File: config.mk
export PLATFORM = sky130hd
export DESIGN_NAME = ofmap_collector
export DESIGN_NICKNAME = d
export VERILOG_FILES = /design/src/rtl/ofmap_collector.sv
export SDC_FILE = /design/constraint.sdc
export NUM_CORES = 1
export LEC_CHECK = 0
export CAP_MARGIN = 40
export CORE_AREA = 2 2 144 146
export CTS_CLUSTER_SIZE = 14
export DETAILED_ROUTE_END_ITERATION = 8
export DIE_AREA = 0 0 146 148
export PLACE_DENSITY_LB_ADDON = 0.2
export RECOVER_POWER = 100
export SLEW_MARGIN = 20
export SYNTH_ARGS = -nofsm -noshare
export SYNTH_HDL_FRONTEND = slang
export SYNTH_SLANG_ARGS = --single-unit
File: constraint.sdc
create_clock -name i_clk -period 8.89 [get_ports i_clk]
set_input_delay 1.3335 -clock i_clk [delete_from_list [all_inputs] [get_ports i_clk]]
set_output_delay 1.3335 -clock i_clk [all_outputs]
set_load 0.05 [all_outputs]
File: src/rtl/ofmap_collector.sv
// ofmap_collector: captures the output-feature-map beat stream from the
// accelerator into a first-word-fall-through FIFO. The host drains it over a
// ready/valid port. A small state machine follows the accelerator's done
// indication and reports when the layer has been fully drained. The block
// also keeps a saturating beat counter and sticky overflow/late flags.
module ofmap_collector #(
  parameter int DATA_WIDTH = 8,
  parameter int DEPTH      = 16,
  parameter int CNT_WIDTH  = 16
) (
  input  logic                        i_clk,
  input  logic                        i_nrst,
  input  logic                        i_clear,
  input  logic [2*DATA_WIDTH-1:0]     i_ofmap,
  input  logic                        i_ofmap_valid,
  input  logic                        i_done,
  output logic [2*DATA_WIDTH-1:0]     o_rd_data,
  output logic                        o_rd_valid,
  input  logic                        i_rd_ready,
  output logic [$clog2(DEPTH):0]      o_level,
  output logic                        o_full,
  output logic [CNT_WIDTH-1:0]        o_count,
  output logic                        o_overflow,
  output logic                        o_late,
  output logic                        o_drained
);

  localparam int AW = $clog2(DEPTH);
  localparam int WW = 2 * DATA_WIDTH;
  localparam logic [AW:0] LEVEL_FULL = (AW+1)'(DEPTH);

  typedef enum logic [1:0] {
    ST_IDLE,
    ST_COLLECT,
    ST_FLUSH,
    ST_DONE
  } state_t;

  state_t               state_reg;
  logic [WW-1:0]        mem [DEPTH];
  logic [AW-1:0]        wr_ptr_reg;
  logic [AW-1:0]        rd_ptr_reg;
  logic [AW:0]          level_reg;
  logic [CNT_WIDTH-1:0] count_reg;
  logic                 overflow_reg;
  logic                 late_reg;
  logic                 drained_reg;

  logic                 rd_valid;
  logic                 full;
  logic                 accepting;
  logic                 pop;
  logic                 push;
  logic                 drop;
  logic                 late_beat;

  // Occupancy comes from the explicit level counter, so the full and empty
  // conditions never need pointer comparison.
  assign rd_valid  = (level_reg != '0);
  assign full      = (level_reg == LEVEL_FULL);
  assign accepting = (state_reg != ST_DONE);
  assign pop       = rd_valid && i_rd_ready;
  // A pop frees a slot in the same cycle, so a full FIFO can still take a beat.
  assign push      = i_ofmap_valid && accepting && (!full || pop);
  assign drop      = i_ofmap_valid && accepting && full && !pop;
  assign late_beat = i_ofmap_valid && !accepting;

  // The head word falls through combinationally. It is forced to zero while
  // empty so the port reads zero straight out of reset.
  assign o_rd_data  = rd_valid ? mem[rd_ptr_reg] : '0;
  assign o_rd_valid = rd_valid;
  assign o_level    = level_reg;
  assign o_full     = full;
  assign o_count    = count_reg;
  assign o_overflow = overflow_reg;
  assign o_late     = late_reg;
  assign o_drained  = drained_reg;

  // Storage write. The contents are don't-care after reset, so this block has no reset.
  always_ff @(posedge i_clk) begin
    if (push && !i_clear) begin
      mem[wr_ptr_reg] <= i_ofmap;
    end
  end

  // Pointers and occupancy. The pointers wrap naturally because DEPTH is a power of two.
  always_ff @(posedge i_clk or negedge i_nrst) begin
    if (!i_nrst) begin
      wr_ptr_reg <= '0;
      rd_ptr_reg <= '0;
      level_reg  <= '0;
    end else if (i_clear) begin
      wr_ptr_reg <= '0;
      rd_ptr_reg <= '0;
      level_reg  <= '0;
    end else begin
      if (push) begin
        wr_ptr_reg <= wr_ptr_reg + 1'b1;
      end
      if (pop) begin
        rd_ptr_reg <= rd_ptr_reg + 1'b1;
      end
      case ({push, pop})
        2'b10:   level_reg <= level_reg + 1'b1;
        2'b01:   level_reg <= level_reg - 1'b1;
        default: level_reg <= level_reg;
      endcase
    end
  end

  // Saturating accepted-beat counter and the sticky error flags.
  always_ff @(posedge i_clk or negedge i_nrst) begin
    if (!i_nrst) begin
      count_reg    <= '0;
      overflow_reg <= 1'b0;
      late_reg     <= 1'b0;
    end else if (i_clear) begin
      count_reg    <= '0;
      overflow_reg <= 1'b0;
      late_reg     <= 1'b0;
    end else begin
      if (push && (count_reg != '1)) begin
        count_reg <= count_reg + 1'b1;
      end
      if (drop) begin
        overflow_reg <= 1'b1;
      end
      if (late_beat) begin
        late_reg <= 1'b1;
      end
    end
  end

  // Layer-progress state machine. The drained output is registered and rises
  // together with the entry into DONE.
  always_ff @(posedge i_clk or negedge i_nrst) begin
    if (!i_nrst) begin
      state_reg   <= ST_IDLE;
      drained_reg <= 1'b0;
    end else if (i_clear) begin
      state_reg   <= ST_IDLE;
      drained_reg <= 1'b0;
    end else begin
      case (state_reg)
        ST_IDLE: begin
          // A done arriving together with the first beat still ends the
          // layer. The beat itself is pushed by the datapath.
          if (i_done) begin
            state_reg <= ST_FLUSH;
          end else if (i_ofmap_valid) begin
            state_reg <= ST_COLLECT;
          end
        end
        ST_COLLECT: begin
          if (i_done) begin
            state_reg <= ST_FLUSH;
          end
        end
        ST_FLUSH: begin
          if ((level_reg == '0) && !push) begin
            state_reg   <= ST_DONE;
            drained_reg <= 1'b1;
          end
        end
        ST_DONE: begin
          state_reg   <= ST_DONE;
          drained_reg <= 1'b1;
        end
        default: begin
          state_reg   <= ST_IDLE;
          drained_reg <= 1'b0;
        end
      endcase
    end
  end

endmodule

# After elaboration in Yosys (flattened, before gate mapping)
# Memories as Yosys holds them, arrays and structs flattened.
# Cells that the tools add are included.
[classes]
n_addsub = 5
n_eq_ne = 11
mux = 24
n_reduce_logical = 27
[ops]
columns = ["cell", "n"]
rows = [
  ["16-bit two-way mux", 3],
  ["16-bit by 1-bit adder with 16-bit output, second input constant", 1],
  ["4-bit two-way mux", 4],
  ["16-bit inequality test, second input constant", 1],
  ["2-bit two-way mux", 5],
  ["5-bit one-hot mux with 2 select lines", 1],
  ["2-bit nonzero test", 5],
  ["1-bit logical AND", 9],
  ["4-bit by 1-bit adder with 4-bit output, second input constant", 2],
  ["1-bit two-way mux", 8],
  ["2-bit one-hot mux with 4 select lines", 1],
  ["2-bit == test, second input constant", 3],
  ["3-bit inequality test, second input constant", 2],
  ["3-bit nonzero test", 2],
  ["5-bit by 1-bit adder with 5-bit output, second input constant", 1],
  ["5-bit == test, second input constant", 1],
  ["1-bit logical NOT", 5],
  ["5-bit logical NOT", 1],
  ["5-bit two-way mux", 1],
  ["5-bit nonzero test", 1],
  ["5-bit by 1-bit subtractor with 5-bit output, second input constant", 1],
  ["2-bit by 1-bit == test with 1-bit output, second input constant", 2],
  ["4-bit inequality test, second input constant", 1],
  ["3-bit AND reduction", 1],
  ["5 further kinds", 5],
]
[word_totals]
reg_bits = 34
ramBits = 256
in_bits = 22
wordCells = 76
n_memories = 1
[mem_list]
columns = ["memory", "words", "word_bits", "rd", "rd_clocked_by_memory_dff", "wr", "line", "source"]
rows = [
  ["mem", 16, 16, 1, 0, 1, "40", "logic [WW-1:0] mem [DEPTH];"],
]

# Longest topological paths before layout
# Gate-level depths: netlist of the first run.
[logic_depth]
ltp_word = 9
mapped_depth = 10
mapped_depth_nobuf = 9

# Least setup slack after synthesis of the first run
# No wires, ideal clock.
[synth_path]
path_type = "input -> register"
from = "in i_rd_ready"
to = "mem mem[3][0] in the netlist's numbering, enable pin"
setup_ns = 0.431
arrival_ns = 3.784
required_ns = 8.459
slack_ns = 4.676
stages = 6
n_path_buf = 2
path_cell_list = "buf_2 -> nand2b_1 -> o21ai_4 -> buf_6 -> nor2_1 -> nor4bb_1"
[synth_between]
elab_chain_cells = 6
[synth_rtl]
columns = ["element", "line", "source"]
rows = [
  ["from (decl)", "19", "input logic i_rd_ready,"],
  ["1-bit logical AND", "62", "assign pop = rd_valid && i_rd_ready;"],
  ["1-bit logical OR", "64", "assign push = i_ofmap_valid && accepting && (!full || pop);"],
  ["1-bit logical AND", "64", ""],
  ["1-bit logical AND", "81", "if (push && !i_clear) begin"],
  ["1-bit two-way mux", "81", ""],
  ["1-bit two-way mux (implied by the code)", "82", "mem[wr_ptr_reg] <= i_ofmap;"],
  ["to (decl)", "40", ""],
]
# No other way between the ends.

# Worst setup path in the final report of the first run
[layout_path]
from = "reg rd_ptr_reg[1]"
to = "out o_rd_data[10]"
[layout_between]
elab_chain_cells = 2
[layout_rtl]
columns = ["element", "line", "source"]
rows = [
  ["from (decl)", "42", "logic [AW-1:0] rd_ptr_reg;"],
  ["from (signal assigned)", "101", "rd_ptr_reg <= rd_ptr_reg + 1'b1;"],
  ["memory read 16 x 16 bit", "n/a", ""],
  ["16-bit two-way mux", "70", "assign o_rd_data = rd_valid ? mem[rd_ptr_reg] : '0;"],
  ["to (decl)", "17", "output logic [2*DATA_WIDTH-1:0] o_rd_data,"],
]
# No other way between the ends.

==> impl_summary.log, run 1 <==
INFO  metric outcome = finished with violations
INFO  metric failed_checks = max-capacitance violations, max-slew violations
INFO  metric synthesized_cell_area = 11,900 um2
INFO  metric clock_power_share = 33.4%
INFO  metric synthDistinctLibCells = 55
INFO  metric postLayoutCellArea = 13,800 um2
INFO  metric cp.buffers_inverters = 2
INFO  metric vdd_drop_max = 0.000210 V
INFO  metric critical_path.top_delay_family = buffers and inverters
INFO  metric dp.final_hpwl = 15,400 um
INFO  metric num_io_pins = 64
INFO  metric worst_hold_path_type = reg2reg
INFO  metric wl_met2 = 13,100 um
INFO  metric period_minus_slack = 6.63 ns
INFO  metric final.setup.tns = 0 ns
INFO  metric setup_viol = 0
INFO  metric top_register = mem
INFO  metric worst_path_arrival_time = 5.29 ns
INFO  metric setup.worst_path.class = reg2out
INFO  metric timing.max_slew.rel_slack = -93.9%
INFO  metric post-cts-setup-buffer-count = 0
INFO  metric floorplan.die.height = 148 um
INFO  metric critPathCaptureType = primary output
INFO  metric grt_antenna_before_repair = 2
INFO  metric detailedPlace.worstSlack = 4.42 ns
INFO  metric pwr_density_cell = 273 nW/um2
INFO  metric instance_area_at_placement = 13,000 um2
INFO  metric core_footprint = 20,000 um2
INFO  metric synthToLayoutAreaGrowth = 16.1%
INFO  metric cts_buffer_depth = 3
INFO  metric max_clock_freq = 151 MHz
INFO  metric wl_per_instance = 25.3 um
INFO  metric leakagePower = 4.53 nW
INFO  metric clk_root_buffer_cell = sky130_fd_sc_hd__clkbuf_16
INFO  metric worstSetupStartpointType = register
INFO  metric internal_pwr_total = 2.63 mW
INFO  metric seqPwrFrac = 41.5%
INFO  metric timing.final.hold_violations = 0
INFO  metric largest_register_ff_count = 256
INFO  metric globalRouteOverflowTotal = 0
INFO  metric firstDrtPassIters = 4
INFO  metric critical_path.cell_chain = clkbuf_1 -> mux4_2 -> mux2i_1 -> o22ai_1 -> dlygate4sd3_1
INFO  metric slew_violations = 189
INFO  metric worst_pin_slew = 2.91 ns
INFO  metric synthesis.yosys.warnings = 0
INFO  metric initial_core_util = 59.2%
INFO  metric p_sw = 1.13 mW
INFO  metric final.fill_count = 1,335
INFO  metric cts.hold.buffers_added = 0
INFO  metric wp_data_required = 7.56 ns
INFO  metric async_reset_ff_share = 11.7%
INFO  metric placement_rows = 52
INFO  metric post_cts_resized = 0
INFO  metric inserted_clock_buffers = 28
INFO  metric synth_cells = 631
INFO  metric placement.io_buffers = 63
INFO  metric number_of_global_route_vias_before_repair = 6,565
INFO  metric met3_wirelength = 1500 um
INFO  metric synth_sequential_area_ratio = 71.9%
INFO  metric tritoncts_num_sinks = 290
INFO  metric die_area = 21,600 um2
INFO  metric final_critical_path_setup_slack = 2.26 ns
INFO  metric dominantRegCellSynth = sky130_fd_sc_hd__edfxtp_1
INFO  metric slowest_cell_on_crit_path = sky130_fd_sc_hd__clkbuf_1
INFO  metric floorplan.die.width = 146 um
INFO  metric route.final.wire_length = 25,400 um
INFO  metric report.power.total = 3.76 mW
INFO  metric post_synth.cell_area_avg = 18.8 um2
INFO  metric drt.antenna.violating_nets = 0
INFO  metric synth_edf_count = 256
INFO  metric ys_ff_latch = 290
INFO  metric grt_start_max_net_pins = 49
INFO  metric share_of_final_layout_standard_cells_stronger_than_drive_strength_1 = 16.8%
INFO  metric crit_path_max_incr_delay = 2.10 ns
INFO  metric synth_fp_nets = 663
INFO  metric design.final.nets = 746
INFO  metric top_layer = met5
INFO  metric drtIter0Drc = 513
INFO  metric period_share = 74.5%
INFO  metric grt_usage = 24.4%
INFO  metric tritoncts = done
INFO  metric clk_latency = 0.53 ns
INFO  metric max_cap_violations = 8
INFO  metric clock-skew-final = 0.0130 ns
INFO  metric share_comb_of_total_power = 25.1%
INFO  metric cts_max_level = 1
INFO  metric rsz0062_at_grt = no
INFO  metric clkTransAtPathRegs = 0.06 ns
INFO  metric met1_length = 10,300 um
INFO  metric crit_path_max_fanout = 48
INFO  metric avgViaCountPerCell = 6.29
INFO  metric gp_congestion = 0.845
INFO  metric final_util = 68.8%
INFO  metric layout.area.seq = 8540 um2
INFO  metric global_route_wire_length_before_repair = 39,500 um
INFO  metric route.vias.total = 6,329
INFO  metric netSwitchingFraction = 30.0%
INFO  metric multiInputGateArea = 3100 um2
INFO  metric drc = 0
-- power groups by stage --
stage,Sequential (mW),Combinational [mW],Clock [mW]
6_report,1.56,0.945,1.26
5_1_grt,1.57,1.00,1.32
4_1_cts,1.56,0.981,1.27
3_5_place_dp,1.59,0.976,0
3_3_place_gp,1.59,0.943,0
2_1_floorplan,1.60,0.660,0
-- stage by stage --
| stage | cells | hold WS (ns) |
|---|---|---|
| 2_1_floorplan | 631 | 0.537 |
| 3_3_place_gp | 943 | 0.491 |
| 3_5_place_dp | 954 | 0.488 |
| 4_1_cts | 1006 | 0.511 |
| 5_1_grt | 1006 | 0.532 |
| 6_report | 1007 | 0.503 |
-- cells by family (layout without fill, tap and decap cells) --
family                     Yosys count  after routing  share of synthesized area, %
DFF                                290            290                          71.9
and+or+nand+nor                    106            106                          5.08
muxes                              104            104                          15.6
AOI/OAI and AO/OA                   72             72                          4.14
buffers and inverters               43            148                          1.71
adders and majority gates           10             10                          1.12
xor gates and xnor gates             6              6                         0.443
other                                0              1                             0
-- layout make-up --
cell class | count | area share, %
flip-flops and latches | 290 | 62.0
clock buffers | 36 | 5.75
repair buffers | 86 | 5.51
inverters | 10 | 0.272
multi-input cells | 298 | 22.5
clock inverters | 16 | 1.47
well taps | 270 | 2.45
diodes | 1 | 0.0182
-- path summary, 6_finish.rpt --
check | start | slack (ns) | depth (start not counted) | endpoint
min | o_late | 0.50 | 2 | o_late
max in group asynchronous | i_nrst | 5.66 | 2 | rd_ptr_reg[0]
max | rd_ptr_reg[1] | 2.26 | 5 | o_rd_data[10]
min in group asynchronous | i_nrst | 1.87 | 2 | o_count[6]
min reg2reg | o_late | 0.50 | 2 | o_late
max reg2reg | state_reg[0] | 3.43 | 5 | mem[3][1]
-- cells in the final DEF (no fill, tap or decap), types with 11 or more instances in the layout --
cell type,netlist,final
sky130_fd_sc_hd__a21oi_1,19,19
sky130_fd_sc_hd__dfrtp_1,34,31
sky130_fd_sc_hd__mux4_2,64,64
sky130_fd_sc_hd__o22ai_1,16,16
sky130_fd_sc_hd__nand2_1,14,14
sky130_fd_sc_hd__clkbuf_16,0,29
sky130_fd_sc_hd__and3_1,11,11
sky130_fd_sc_hd__clkbuf_1,10,21
sky130_fd_sc_hd__dlygate4sd3_1,0,59
sky130_fd_sc_hd__nor2_1,21,21
sky130_fd_sc_hd__edfxtp_1,256,256
sky130_fd_sc_hd__nand3_1,15,15
sky130_fd_sc_hd__mux2i_1,36,36
-- cell usage after synthesis, types with 6 or more instances --
library cell / count / share of area [%]
sky130_fd_sc_hd__a21oi_1: 19 / 0.80
sky130_fd_sc_hd__and2_1: 6 / 0.32
sky130_fd_sc_hd__and3_1: 11 / 0.58
sky130_fd_sc_hd__buf_2: 15 / 0.63
sky130_fd_sc_hd__clkbuf_1: 10 / 0.32
sky130_fd_sc_hd__dfrtp_1: 34 / 7.2
sky130_fd_sc_hd__edfxtp_1: 256 / 65
sky130_fd_sc_hd__ha_1: 9 / 0.95
sky130_fd_sc_hd__inv_1: 9 / 0.28
sky130_fd_sc_hd__mux2i_1: 36 / 3.0
sky130_fd_sc_hd__mux4_2: 64 / 12
sky130_fd_sc_hd__nand2_1: 14 / 0.44
sky130_fd_sc_hd__nand3_1: 15 / 0.63
sky130_fd_sc_hd__nor2_1: 21 / 0.66
sky130_fd_sc_hd__o21ai_0: 8 / 0.34
sky130_fd_sc_hd__o22ai_1: 16 / 0.84
sky130_fd_sc_hd__o31ai_1: 8 / 0.51
sky130_fd_sc_hd__or4_1: 9 / 0.57
-- metal layers --
layer | global-route usage, % | vias to the layer above
met1 | 34.1 | 3285
li1 | - | 2752
met3 | 3.98 | 46
met4 | 6.99 | 2
met5 | 0 | -
met2 | 40.6 | 244
-- worst register-to-register path: cells and delay by family (launching register included) --
| family | cells | cell delay (ns) |
|---|---|---|
| simple gates | 2 | 2.17 |
| compound gates | 2 | 1.74 |
| buf+inv | 1 | 0.75 |
| flops | 1 | 0.42 |
Note: power is estimated with default switching activity, not from simulation.
==> run 2, diff against run 1 <==
==> constraint.sdc (replaced) <==
create_clock -name i_clk -period 6.4 [get_ports i_clk]
set_input_delay 0.96 -clock i_clk [delete_from_list [all_inputs] [get_ports i_clk]]
set_output_delay 0.96 -clock i_clk [all_outputs]
set_load 0.05 [all_outputs]
==> run 2 against run 1 <==
The flow still finishes with violations (max-capacitance violations, max-slew violations). Power increased by 33%. Via count decreased by 0.51%. Flip-flop and latch count unchanged. Final cell count decreased by 0.20%. Wire length decreased by 3.5%. Clock skew decreased by 0.0039 ns. Sequential power increased by 40%. Global-route usage decreased by 1.2 points. Sequential share of layout area increased by 0.33 points. Largest power group unchanged.
==> impl_summary.log, run 2 (synthesis gave the netlist of run 1 again) <==
INFO  metric outcome = finished with violations
INFO  metric failed_checks = max-capacitance violations, max-slew violations
INFO  metric worst_pin_slew = 1.90 ns
INFO  metric slew_violations = 127
INFO  metric placement.io_buffers = 63
INFO  metric largest_register_ff_count = 256
INFO  metric critical_path.cell_chain = dlygate4sd3_1 -> a21boi_0 -> o21ai_0 -> nor2_1 -> and3_1 -> clkbuf_1
INFO  metric num_io_pins = 64
INFO  metric drc = 0
INFO  metric final.fill_count = 1,336
INFO  metric antenna-diode-count = 0
INFO  metric number_of_global_route_vias_before_repair = 6,482
INFO  metric timing.final.hold_violations = 0
INFO  metric globalRouteOverflowTotal = 0
INFO  metric die_area = 21,600 um2
INFO  metric worst_hold_path_type = reg2reg
INFO  metric critPathCaptureType = register
INFO  metric initial_core_util = 59.2%
INFO  metric placement_rows = 52
INFO  metric clock_power_share = 30.9%
INFO  metric mostFrequentLayoutCell = sky130_fd_sc_hd__edfxtp_1
INFO  metric global_route_wire_length_before_repair = 37,800 um
INFO  metric tritoncts = done
INFO  metric hold-worst-slack = 0.511 ns
INFO  metric avgViaCountPerCell = 6.27
INFO  metric drtIter0Drc = 508
INFO  metric tritoncts_num_sinks = 290
INFO  metric drt.antenna.violating_nets = 0
INFO  metric clkTransAtPathRegs = 0.06 ns
INFO  metric period_minus_slack = 5.11 ns
INFO  metric design.final.nets = 748
INFO  metric route.final.wire_length = 24,500 um
INFO  metric cts_max_level = 1
INFO  metric max_clock_freq = 196 MHz
INFO  metric seqPwrFrac = 43.4%
INFO  metric non_filler_cells_in_the_finished_layout = 1,005
INFO  metric layout.area.seq = 8540 um2
INFO  metric share_of_final_layout_standard_cells_stronger_than_drive_strength_1 = 16.1%
INFO  metric cts_buffer_depth = 3
INFO  metric grt_antenna_before_repair = 0
INFO  metric netSwitchingFraction = 30.5%
INFO  metric pwr_density_cell = 366 nW/um2
INFO  metric crit_path_max_fanout = 16
INFO  metric gp_congestion = 0.837
INFO  metric setup_viol = 0
INFO  metric timing.max_slew.rel_slack = -27.0%
INFO  metric period_share = 79.8%
INFO  metric internal_pwr_total = 3.48 mW
INFO  metric share_comb_of_total_power = 25.6%
INFO  metric p_sw = 1.53 mW
INFO  metric worst_path_arrival_time = 5.24 ns
INFO  metric grt_usage = 23.2%
INFO  metric setup.worst_path.class = in2reg
INFO  metric crit_path_max_incr_delay = 1.07 ns
INFO  metric slowest_cell_on_crit_path = sky130_fd_sc_hd__clkbuf_1
INFO  metric final.setup.tns = 0 ns
INFO  metric floorplan.die.height = 148 um
INFO  metric top_register = mem
INFO  metric wl_per_instance = 24.4 um
INFO  metric vdd_drop_max = 0.000289 V
INFO  metric multiInputGateArea = 3110 um2
INFO  metric layout.cells.most_common_list = sky130_fd_sc_hd__edfxtp_1 (256), sky130_fd_sc_hd__mux4_2 (64), sky130_fd_sc_hd__dlygate4sd3_1 (60)
INFO  metric max_cap_violations = 6
INFO  metric clock-skew-final = 0.00912 ns
INFO  metric wp_data_required = 6.53 ns
INFO  metric dp.final_hpwl = 14,400 um
INFO  metric clk_root_buffer_cell = sky130_fd_sc_hd__clkbuf_16
INFO  metric grt_start_max_net_pins = 41
INFO  metric leakagePower = 4.49 nW
INFO  metric rsz0062_at_grt = no
INFO  metric inserted_clock_buffers = 29
INFO  metric post-cts-setup-buffer-count = 0
INFO  metric cts.hold.buffers_added = 0
INFO  metric clk_latency = 0.53 ns
INFO  metric core_footprint = 20,000 um2
INFO  metric floorplan.die.width = 146 um
INFO  metric final_util = 68.4%
INFO  metric place_inst = 954
INFO  metric route.vias.total = 6,297
INFO  metric post_cts_resized = 0
INFO  metric report.power.total = 5.02 mW
INFO  metric firstDrtPassIters = 5
INFO  metric worstSetupStartpointType = input port
INFO  metric synthToLayoutAreaGrowth = 15.5%
run 2: area by class of cell:
cell class | instances | share of cell area, %
Inverter | 10 | 0.274
Clock inverter | 15 | 0.867
Tap cell | 270 | 2.46
Sequential cell | 290 | 62.3
Clock buffer | 35 | 5.46
Multi-Input combinational cell | 298 | 22.7
Timing Repair Buffer | 87 | 5.92
run 2: path summary, 6_finish.rpt:
check                                     end  cells after the start  slack [ns]           from
worst max register to register      mem[4][0]                      5        1.91   state_reg[1]
min in group asynchronous          o_count[7]                      2        1.49         i_nrst
max in group asynchronous       rd_ptr_reg[0]                      2        3.56         i_nrst
worst max-delay path                mem[4][0]                      6        1.29  i_ofmap_valid
worst min-delay path               o_overflow                      2        0.51     o_overflow
worst min register to register     o_overflow                      2        0.51     o_overflow
run 2: metal layers:
metal	part of all wire, %	track usage, %	vias up
met5	0	0	-
li1	-	-	2759
met4	2.0	5.78	0
met2	50	39.6	262
met3	6.5	3.49	39
met1	41	32.2	3237
run 2: per-stage QoR:
step                      instance area, um2  setup slack, ns
after floorplan                        11900             2.56
after global placement                 12800             2.18
after detailed placement               13000             2.36
after CTS                              13900             1.78
after global routing                   13700             1.05
final                                  13700             1.29
run 2: power groups by stage:
stage	clock network (mW)	logic, mW	registers [mW]
floorplan	0	0.916	2.23
global placement	0	1.25	2.25
detailed placement	0	1.33	2.22
CTS	1.58	1.34	2.18
global route	1.65	1.36	2.19
finish	1.55	1.29	2.18
run 2: critical path: cells and delay by family:
kind | cells | cell delay [ns]
compound gates | 2 | 1.83
buf+inv | 2 | 1.67
simple gates | 2 | 0.77
==> run 3, diff against run 2 <==
--- a/config.mk
+++ b/config.mk
@@ -6,10 +6,10 @@
 export NUM_CORES = 1
 export LEC_CHECK = 0
 export CAP_MARGIN = 40
-export CORE_AREA = 2 2 144 146
+export CORE_AREA = 2 2 152 154
 export CTS_CLUSTER_SIZE = 14
 export DETAILED_ROUTE_END_ITERATION = 8
-export DIE_AREA = 0 0 146 148
+export DIE_AREA = 0 0 154 156
 export PLACE_DENSITY_LB_ADDON = 0.2
 export RECOVER_POWER = 100
 export SLEW_MARGIN = 20
==> constraint.sdc (replaced) <==
create_clock -name i_clk -period 4.44 [get_ports i_clk]
set_input_delay 0.666 -clock i_clk [delete_from_list [all_inputs] [get_ports i_clk]]
set_output_delay 0.666 -clock i_clk [all_outputs]
set_load 0.05 [all_outputs]
==> run 3 against run 2 <==
Non-clock buffer count grew 3. The flow still finishes with violations (max-capacitance violations, max-slew violations). Critical endpoint is now o_rd_data[9]. Clock-buffer cell count grew 12. Sequential share of layout area grew 0.089 points. Largest power group unchanged. Hold slack lost 0.0077 ns. Cell area shrank 0.13%. Sequential power grew 43%. Clock skew grew 0.0075 ns. Die area grew 11%. Wire length grew 4.1%.
==> impl_summary.log, run 3 (synthesis gave the netlist of run 1 again) <==
INFO  metric cts_buffer_depth = 3
INFO  metric worst_path_arrival_time = 3.32 ns
INFO  metric clock_power_share = 30.3%
INFO  metric failed_checks = max-capacitance violations, max-slew violations
INFO  metric wl_per_instance = 24.9 um
INFO  metric p_sw = 2.26 mW
INFO  metric outcome = finished with violations
INFO  metric crit_path_max_fanout = 22
INFO  metric final_util = 61.2%
INFO  metric globalRouteOverflowTotal = 0
INFO  metric placement.io_buffers = 63
INFO  metric num_io_pins = 64
INFO  metric grt_antenna_before_repair = 1
INFO  metric timing.final.hold_violations = 0
INFO  metric crit_path_start = rd_ptr_reg[0]
INFO  metric grt_start_max_net_pins = 65
INFO  metric seqPwrFrac = 43.5%
INFO  metric clkTransAtPathRegs = 0.06 ns
INFO  metric slowest_cell_on_crit_path = sky130_fd_sc_hd__dlygate4sd3_1
INFO  metric detailedPlace.worstSlack = 1.01 ns
INFO  metric worstSetupStartpointType = register
INFO  metric gp_congestion = 0.822
INFO  metric clk_root_buffer_cell = sky130_fd_sc_hd__clkbuf_16
INFO  metric dp.final_hpwl = 15,000 um
INFO  metric placement_rows = 55
INFO  metric worst_pin_slew = 1.93 ns
INFO  metric instance_area_at_placement = 13,000 um2
INFO  metric setup.worst_path.class = reg2out
INFO  metric final.fill_count = 1,585
INFO  metric final.setup.tns = 0 ns
INFO  metric share_of_final_layout_standard_cells_stronger_than_drive_strength_1 = 16.3%
INFO  metric synthToLayoutAreaGrowth = 15.3%
INFO  metric internal_pwr_total = 4.92 mW
INFO  metric period_minus_slack = 3.99 ns
INFO  metric inserted_clock_buffers = 29
INFO  metric number_of_global_route_vias_before_repair = 6,481
INFO  metric drtIter0Drc = 449
INFO  metric initial_core_util = 53.1%
INFO  metric max_clock_freq = 251 MHz
INFO  metric postLayoutCellArea = 13,700 um2
INFO  metric cts_max_level = 1
INFO  metric clk_latency = 0.55 ns
INFO  metric floorplan.die.width = 154 um
INFO  metric global_route_wire_length_before_repair = 38,500 um
INFO  metric top_register = mem
INFO  metric cts.hold.buffers_added = 0
INFO  metric critical_path.cell_chain = buf_4 -> mux4_2 -> mux2i_1 -> o22ai_1 -> dlygate4sd3_1
INFO  metric rsz0062_at_grt = no
INFO  metric floorplan.die.height = 156 um
INFO  metric critical_path.top_delay_family = buffers and inverters
INFO  metric worst_hold_path_type = reg2reg
INFO  metric hold-worst-slack = 0.504 ns
INFO  metric slew_violations = 35
INFO  metric share_comb_of_total_power = 26.2%
INFO  metric leakagePower = 4.48 nW
INFO  metric setup.worst_path.end = o_rd_data[9]
INFO  metric grt_usage = 21.4%
INFO  metric period_share = 89.8%
INFO  metric hold-path-cell-count = 2
INFO  metric core_footprint = 22,400 um2
INFO  metric crit_path_max_incr_delay = 0.79 ns
INFO  metric firstDrtPassIters = 4
INFO  metric regToRegStartpoint = o_level[0]
INFO  metric tritoncts_num_sinks = 290
INFO  metric mostFrequentLayoutCell = sky130_fd_sc_hd__edfxtp_1
INFO  metric regToRegSetupSlack = 0.67 ns
INFO  metric avgViaCountPerCell = 6.16
INFO  metric setup_viol = 0
INFO  metric timing.rr.end = mem[6][0]
INFO  metric cp_num_cells = 5
INFO  metric post-cts-setup-buffer-count = 0
INFO  metric cp.buffers_inverters = 2
INFO  metric antenna-diode-count = 0
INFO  metric drt.antenna.violating_nets = 0
INFO  metric reg2reg_depth = 5
INFO  metric largest_register_ff_count = 256
INFO  metric pwr_density_cell = 525 nW/um2
INFO  metric clock-skew-final = 0.0166 ns
INFO  metric timing.max_slew.rel_slack = -28.9%
INFO  metric tritoncts = done
INFO  metric critPathCaptureType = primary output
INFO  metric design.final.nets = 751
INFO  metric wp_data_required = 3.77 ns
INFO  metric die_area = 24,000 um2
INFO  metric final_critical_path_setup_slack = 0.454 ns
INFO  metric max_cap_violations = 1
INFO  metric vdd_drop_max = 0.000319 V
INFO  metric drc = 0
INFO  metric post_cts_resized = 0
INFO  metric netSwitchingFraction = 31.5%
INFO  metric route.vias.total = 6,320
INFO  metric route.final.wire_length = 25,500 um
INFO  metric layout.cells.most_common_list = sky130_fd_sc_hd__edfxtp_1 (256), sky130_fd_sc_hd__mux4_2 (64), sky130_fd_sc_hd__dlygate4sd3_1 (60)
## run 3: changes by cell type in the layout (fill, tap and decap cells not counted), sizes merged
cell	before	now
buf	7	9
clkbuf	52	65
clkinv	12	5
clkinvlp	1	0
inv	10	11
bufinv	2	0
## run 3: worst reg2reg max path: cells and delay by family, from the launching register on
family	cells	cell delay, ns
AOI/OAI and AO/OA	1	0.98
buffers and inverters	1	0.50
DFF	1	0.47
and+or+nand+nor	3	1.38
## run 3: final cells by class
class,count,area (um2),share of cell area [%]
Tap cell,285,357,2.61
Sequential cell,290,8540,62.4
Inverter,10,37.5,0.274
Multi-Input combinational cell,298,3120,22.8
Timing Repair Buffer,90,796,5.81
Clock inverter,6,42.5,0.311
Clock buffer,47,793,5.80
## run 3: per-stage QoR
step	power, mW	cells
floorplan	4.53	631
global placement	5.13	973
detailed placement	5.16	973
CTS	7.32	1026
global route	7.46	1026
finish	7.18	1026
## run 3: power by group through the flow
stage	sequential [mW]	combinational [mW]	clock, mW
6_report	3.12	1.88	2.18
5_1_grt	3.14	2.00	2.32
4_1_cts	3.13	1.99	2.21
3_5_place_dp	3.18	1.98	0
3_3_place_gp	3.17	1.95	0
2_1_floorplan	3.21	1.32	0
## run 3: worst min-delay path by stage
stage	startpoint	to	slack, ns
after floorplan	i_nrst	o_count[0]	0.37
after global placement	o_late	o_late	0.48
after detailed placement	o_late	o_late	0.51
after CTS	o_overflow	o_overflow	0.52
after global routing	o_late	o_late	0.53
final	o_overflow	o_overflow	0.50
## run 3: routing by layer
layer	global-route usage, %	vias up	part of all wire [%]
met3	3.64	34	6.1
met2	36.5	223	51
met1	29.3	3301	42
met4	5.12	2	1.5
li1	-	2760	-
met5	0	-	0.051
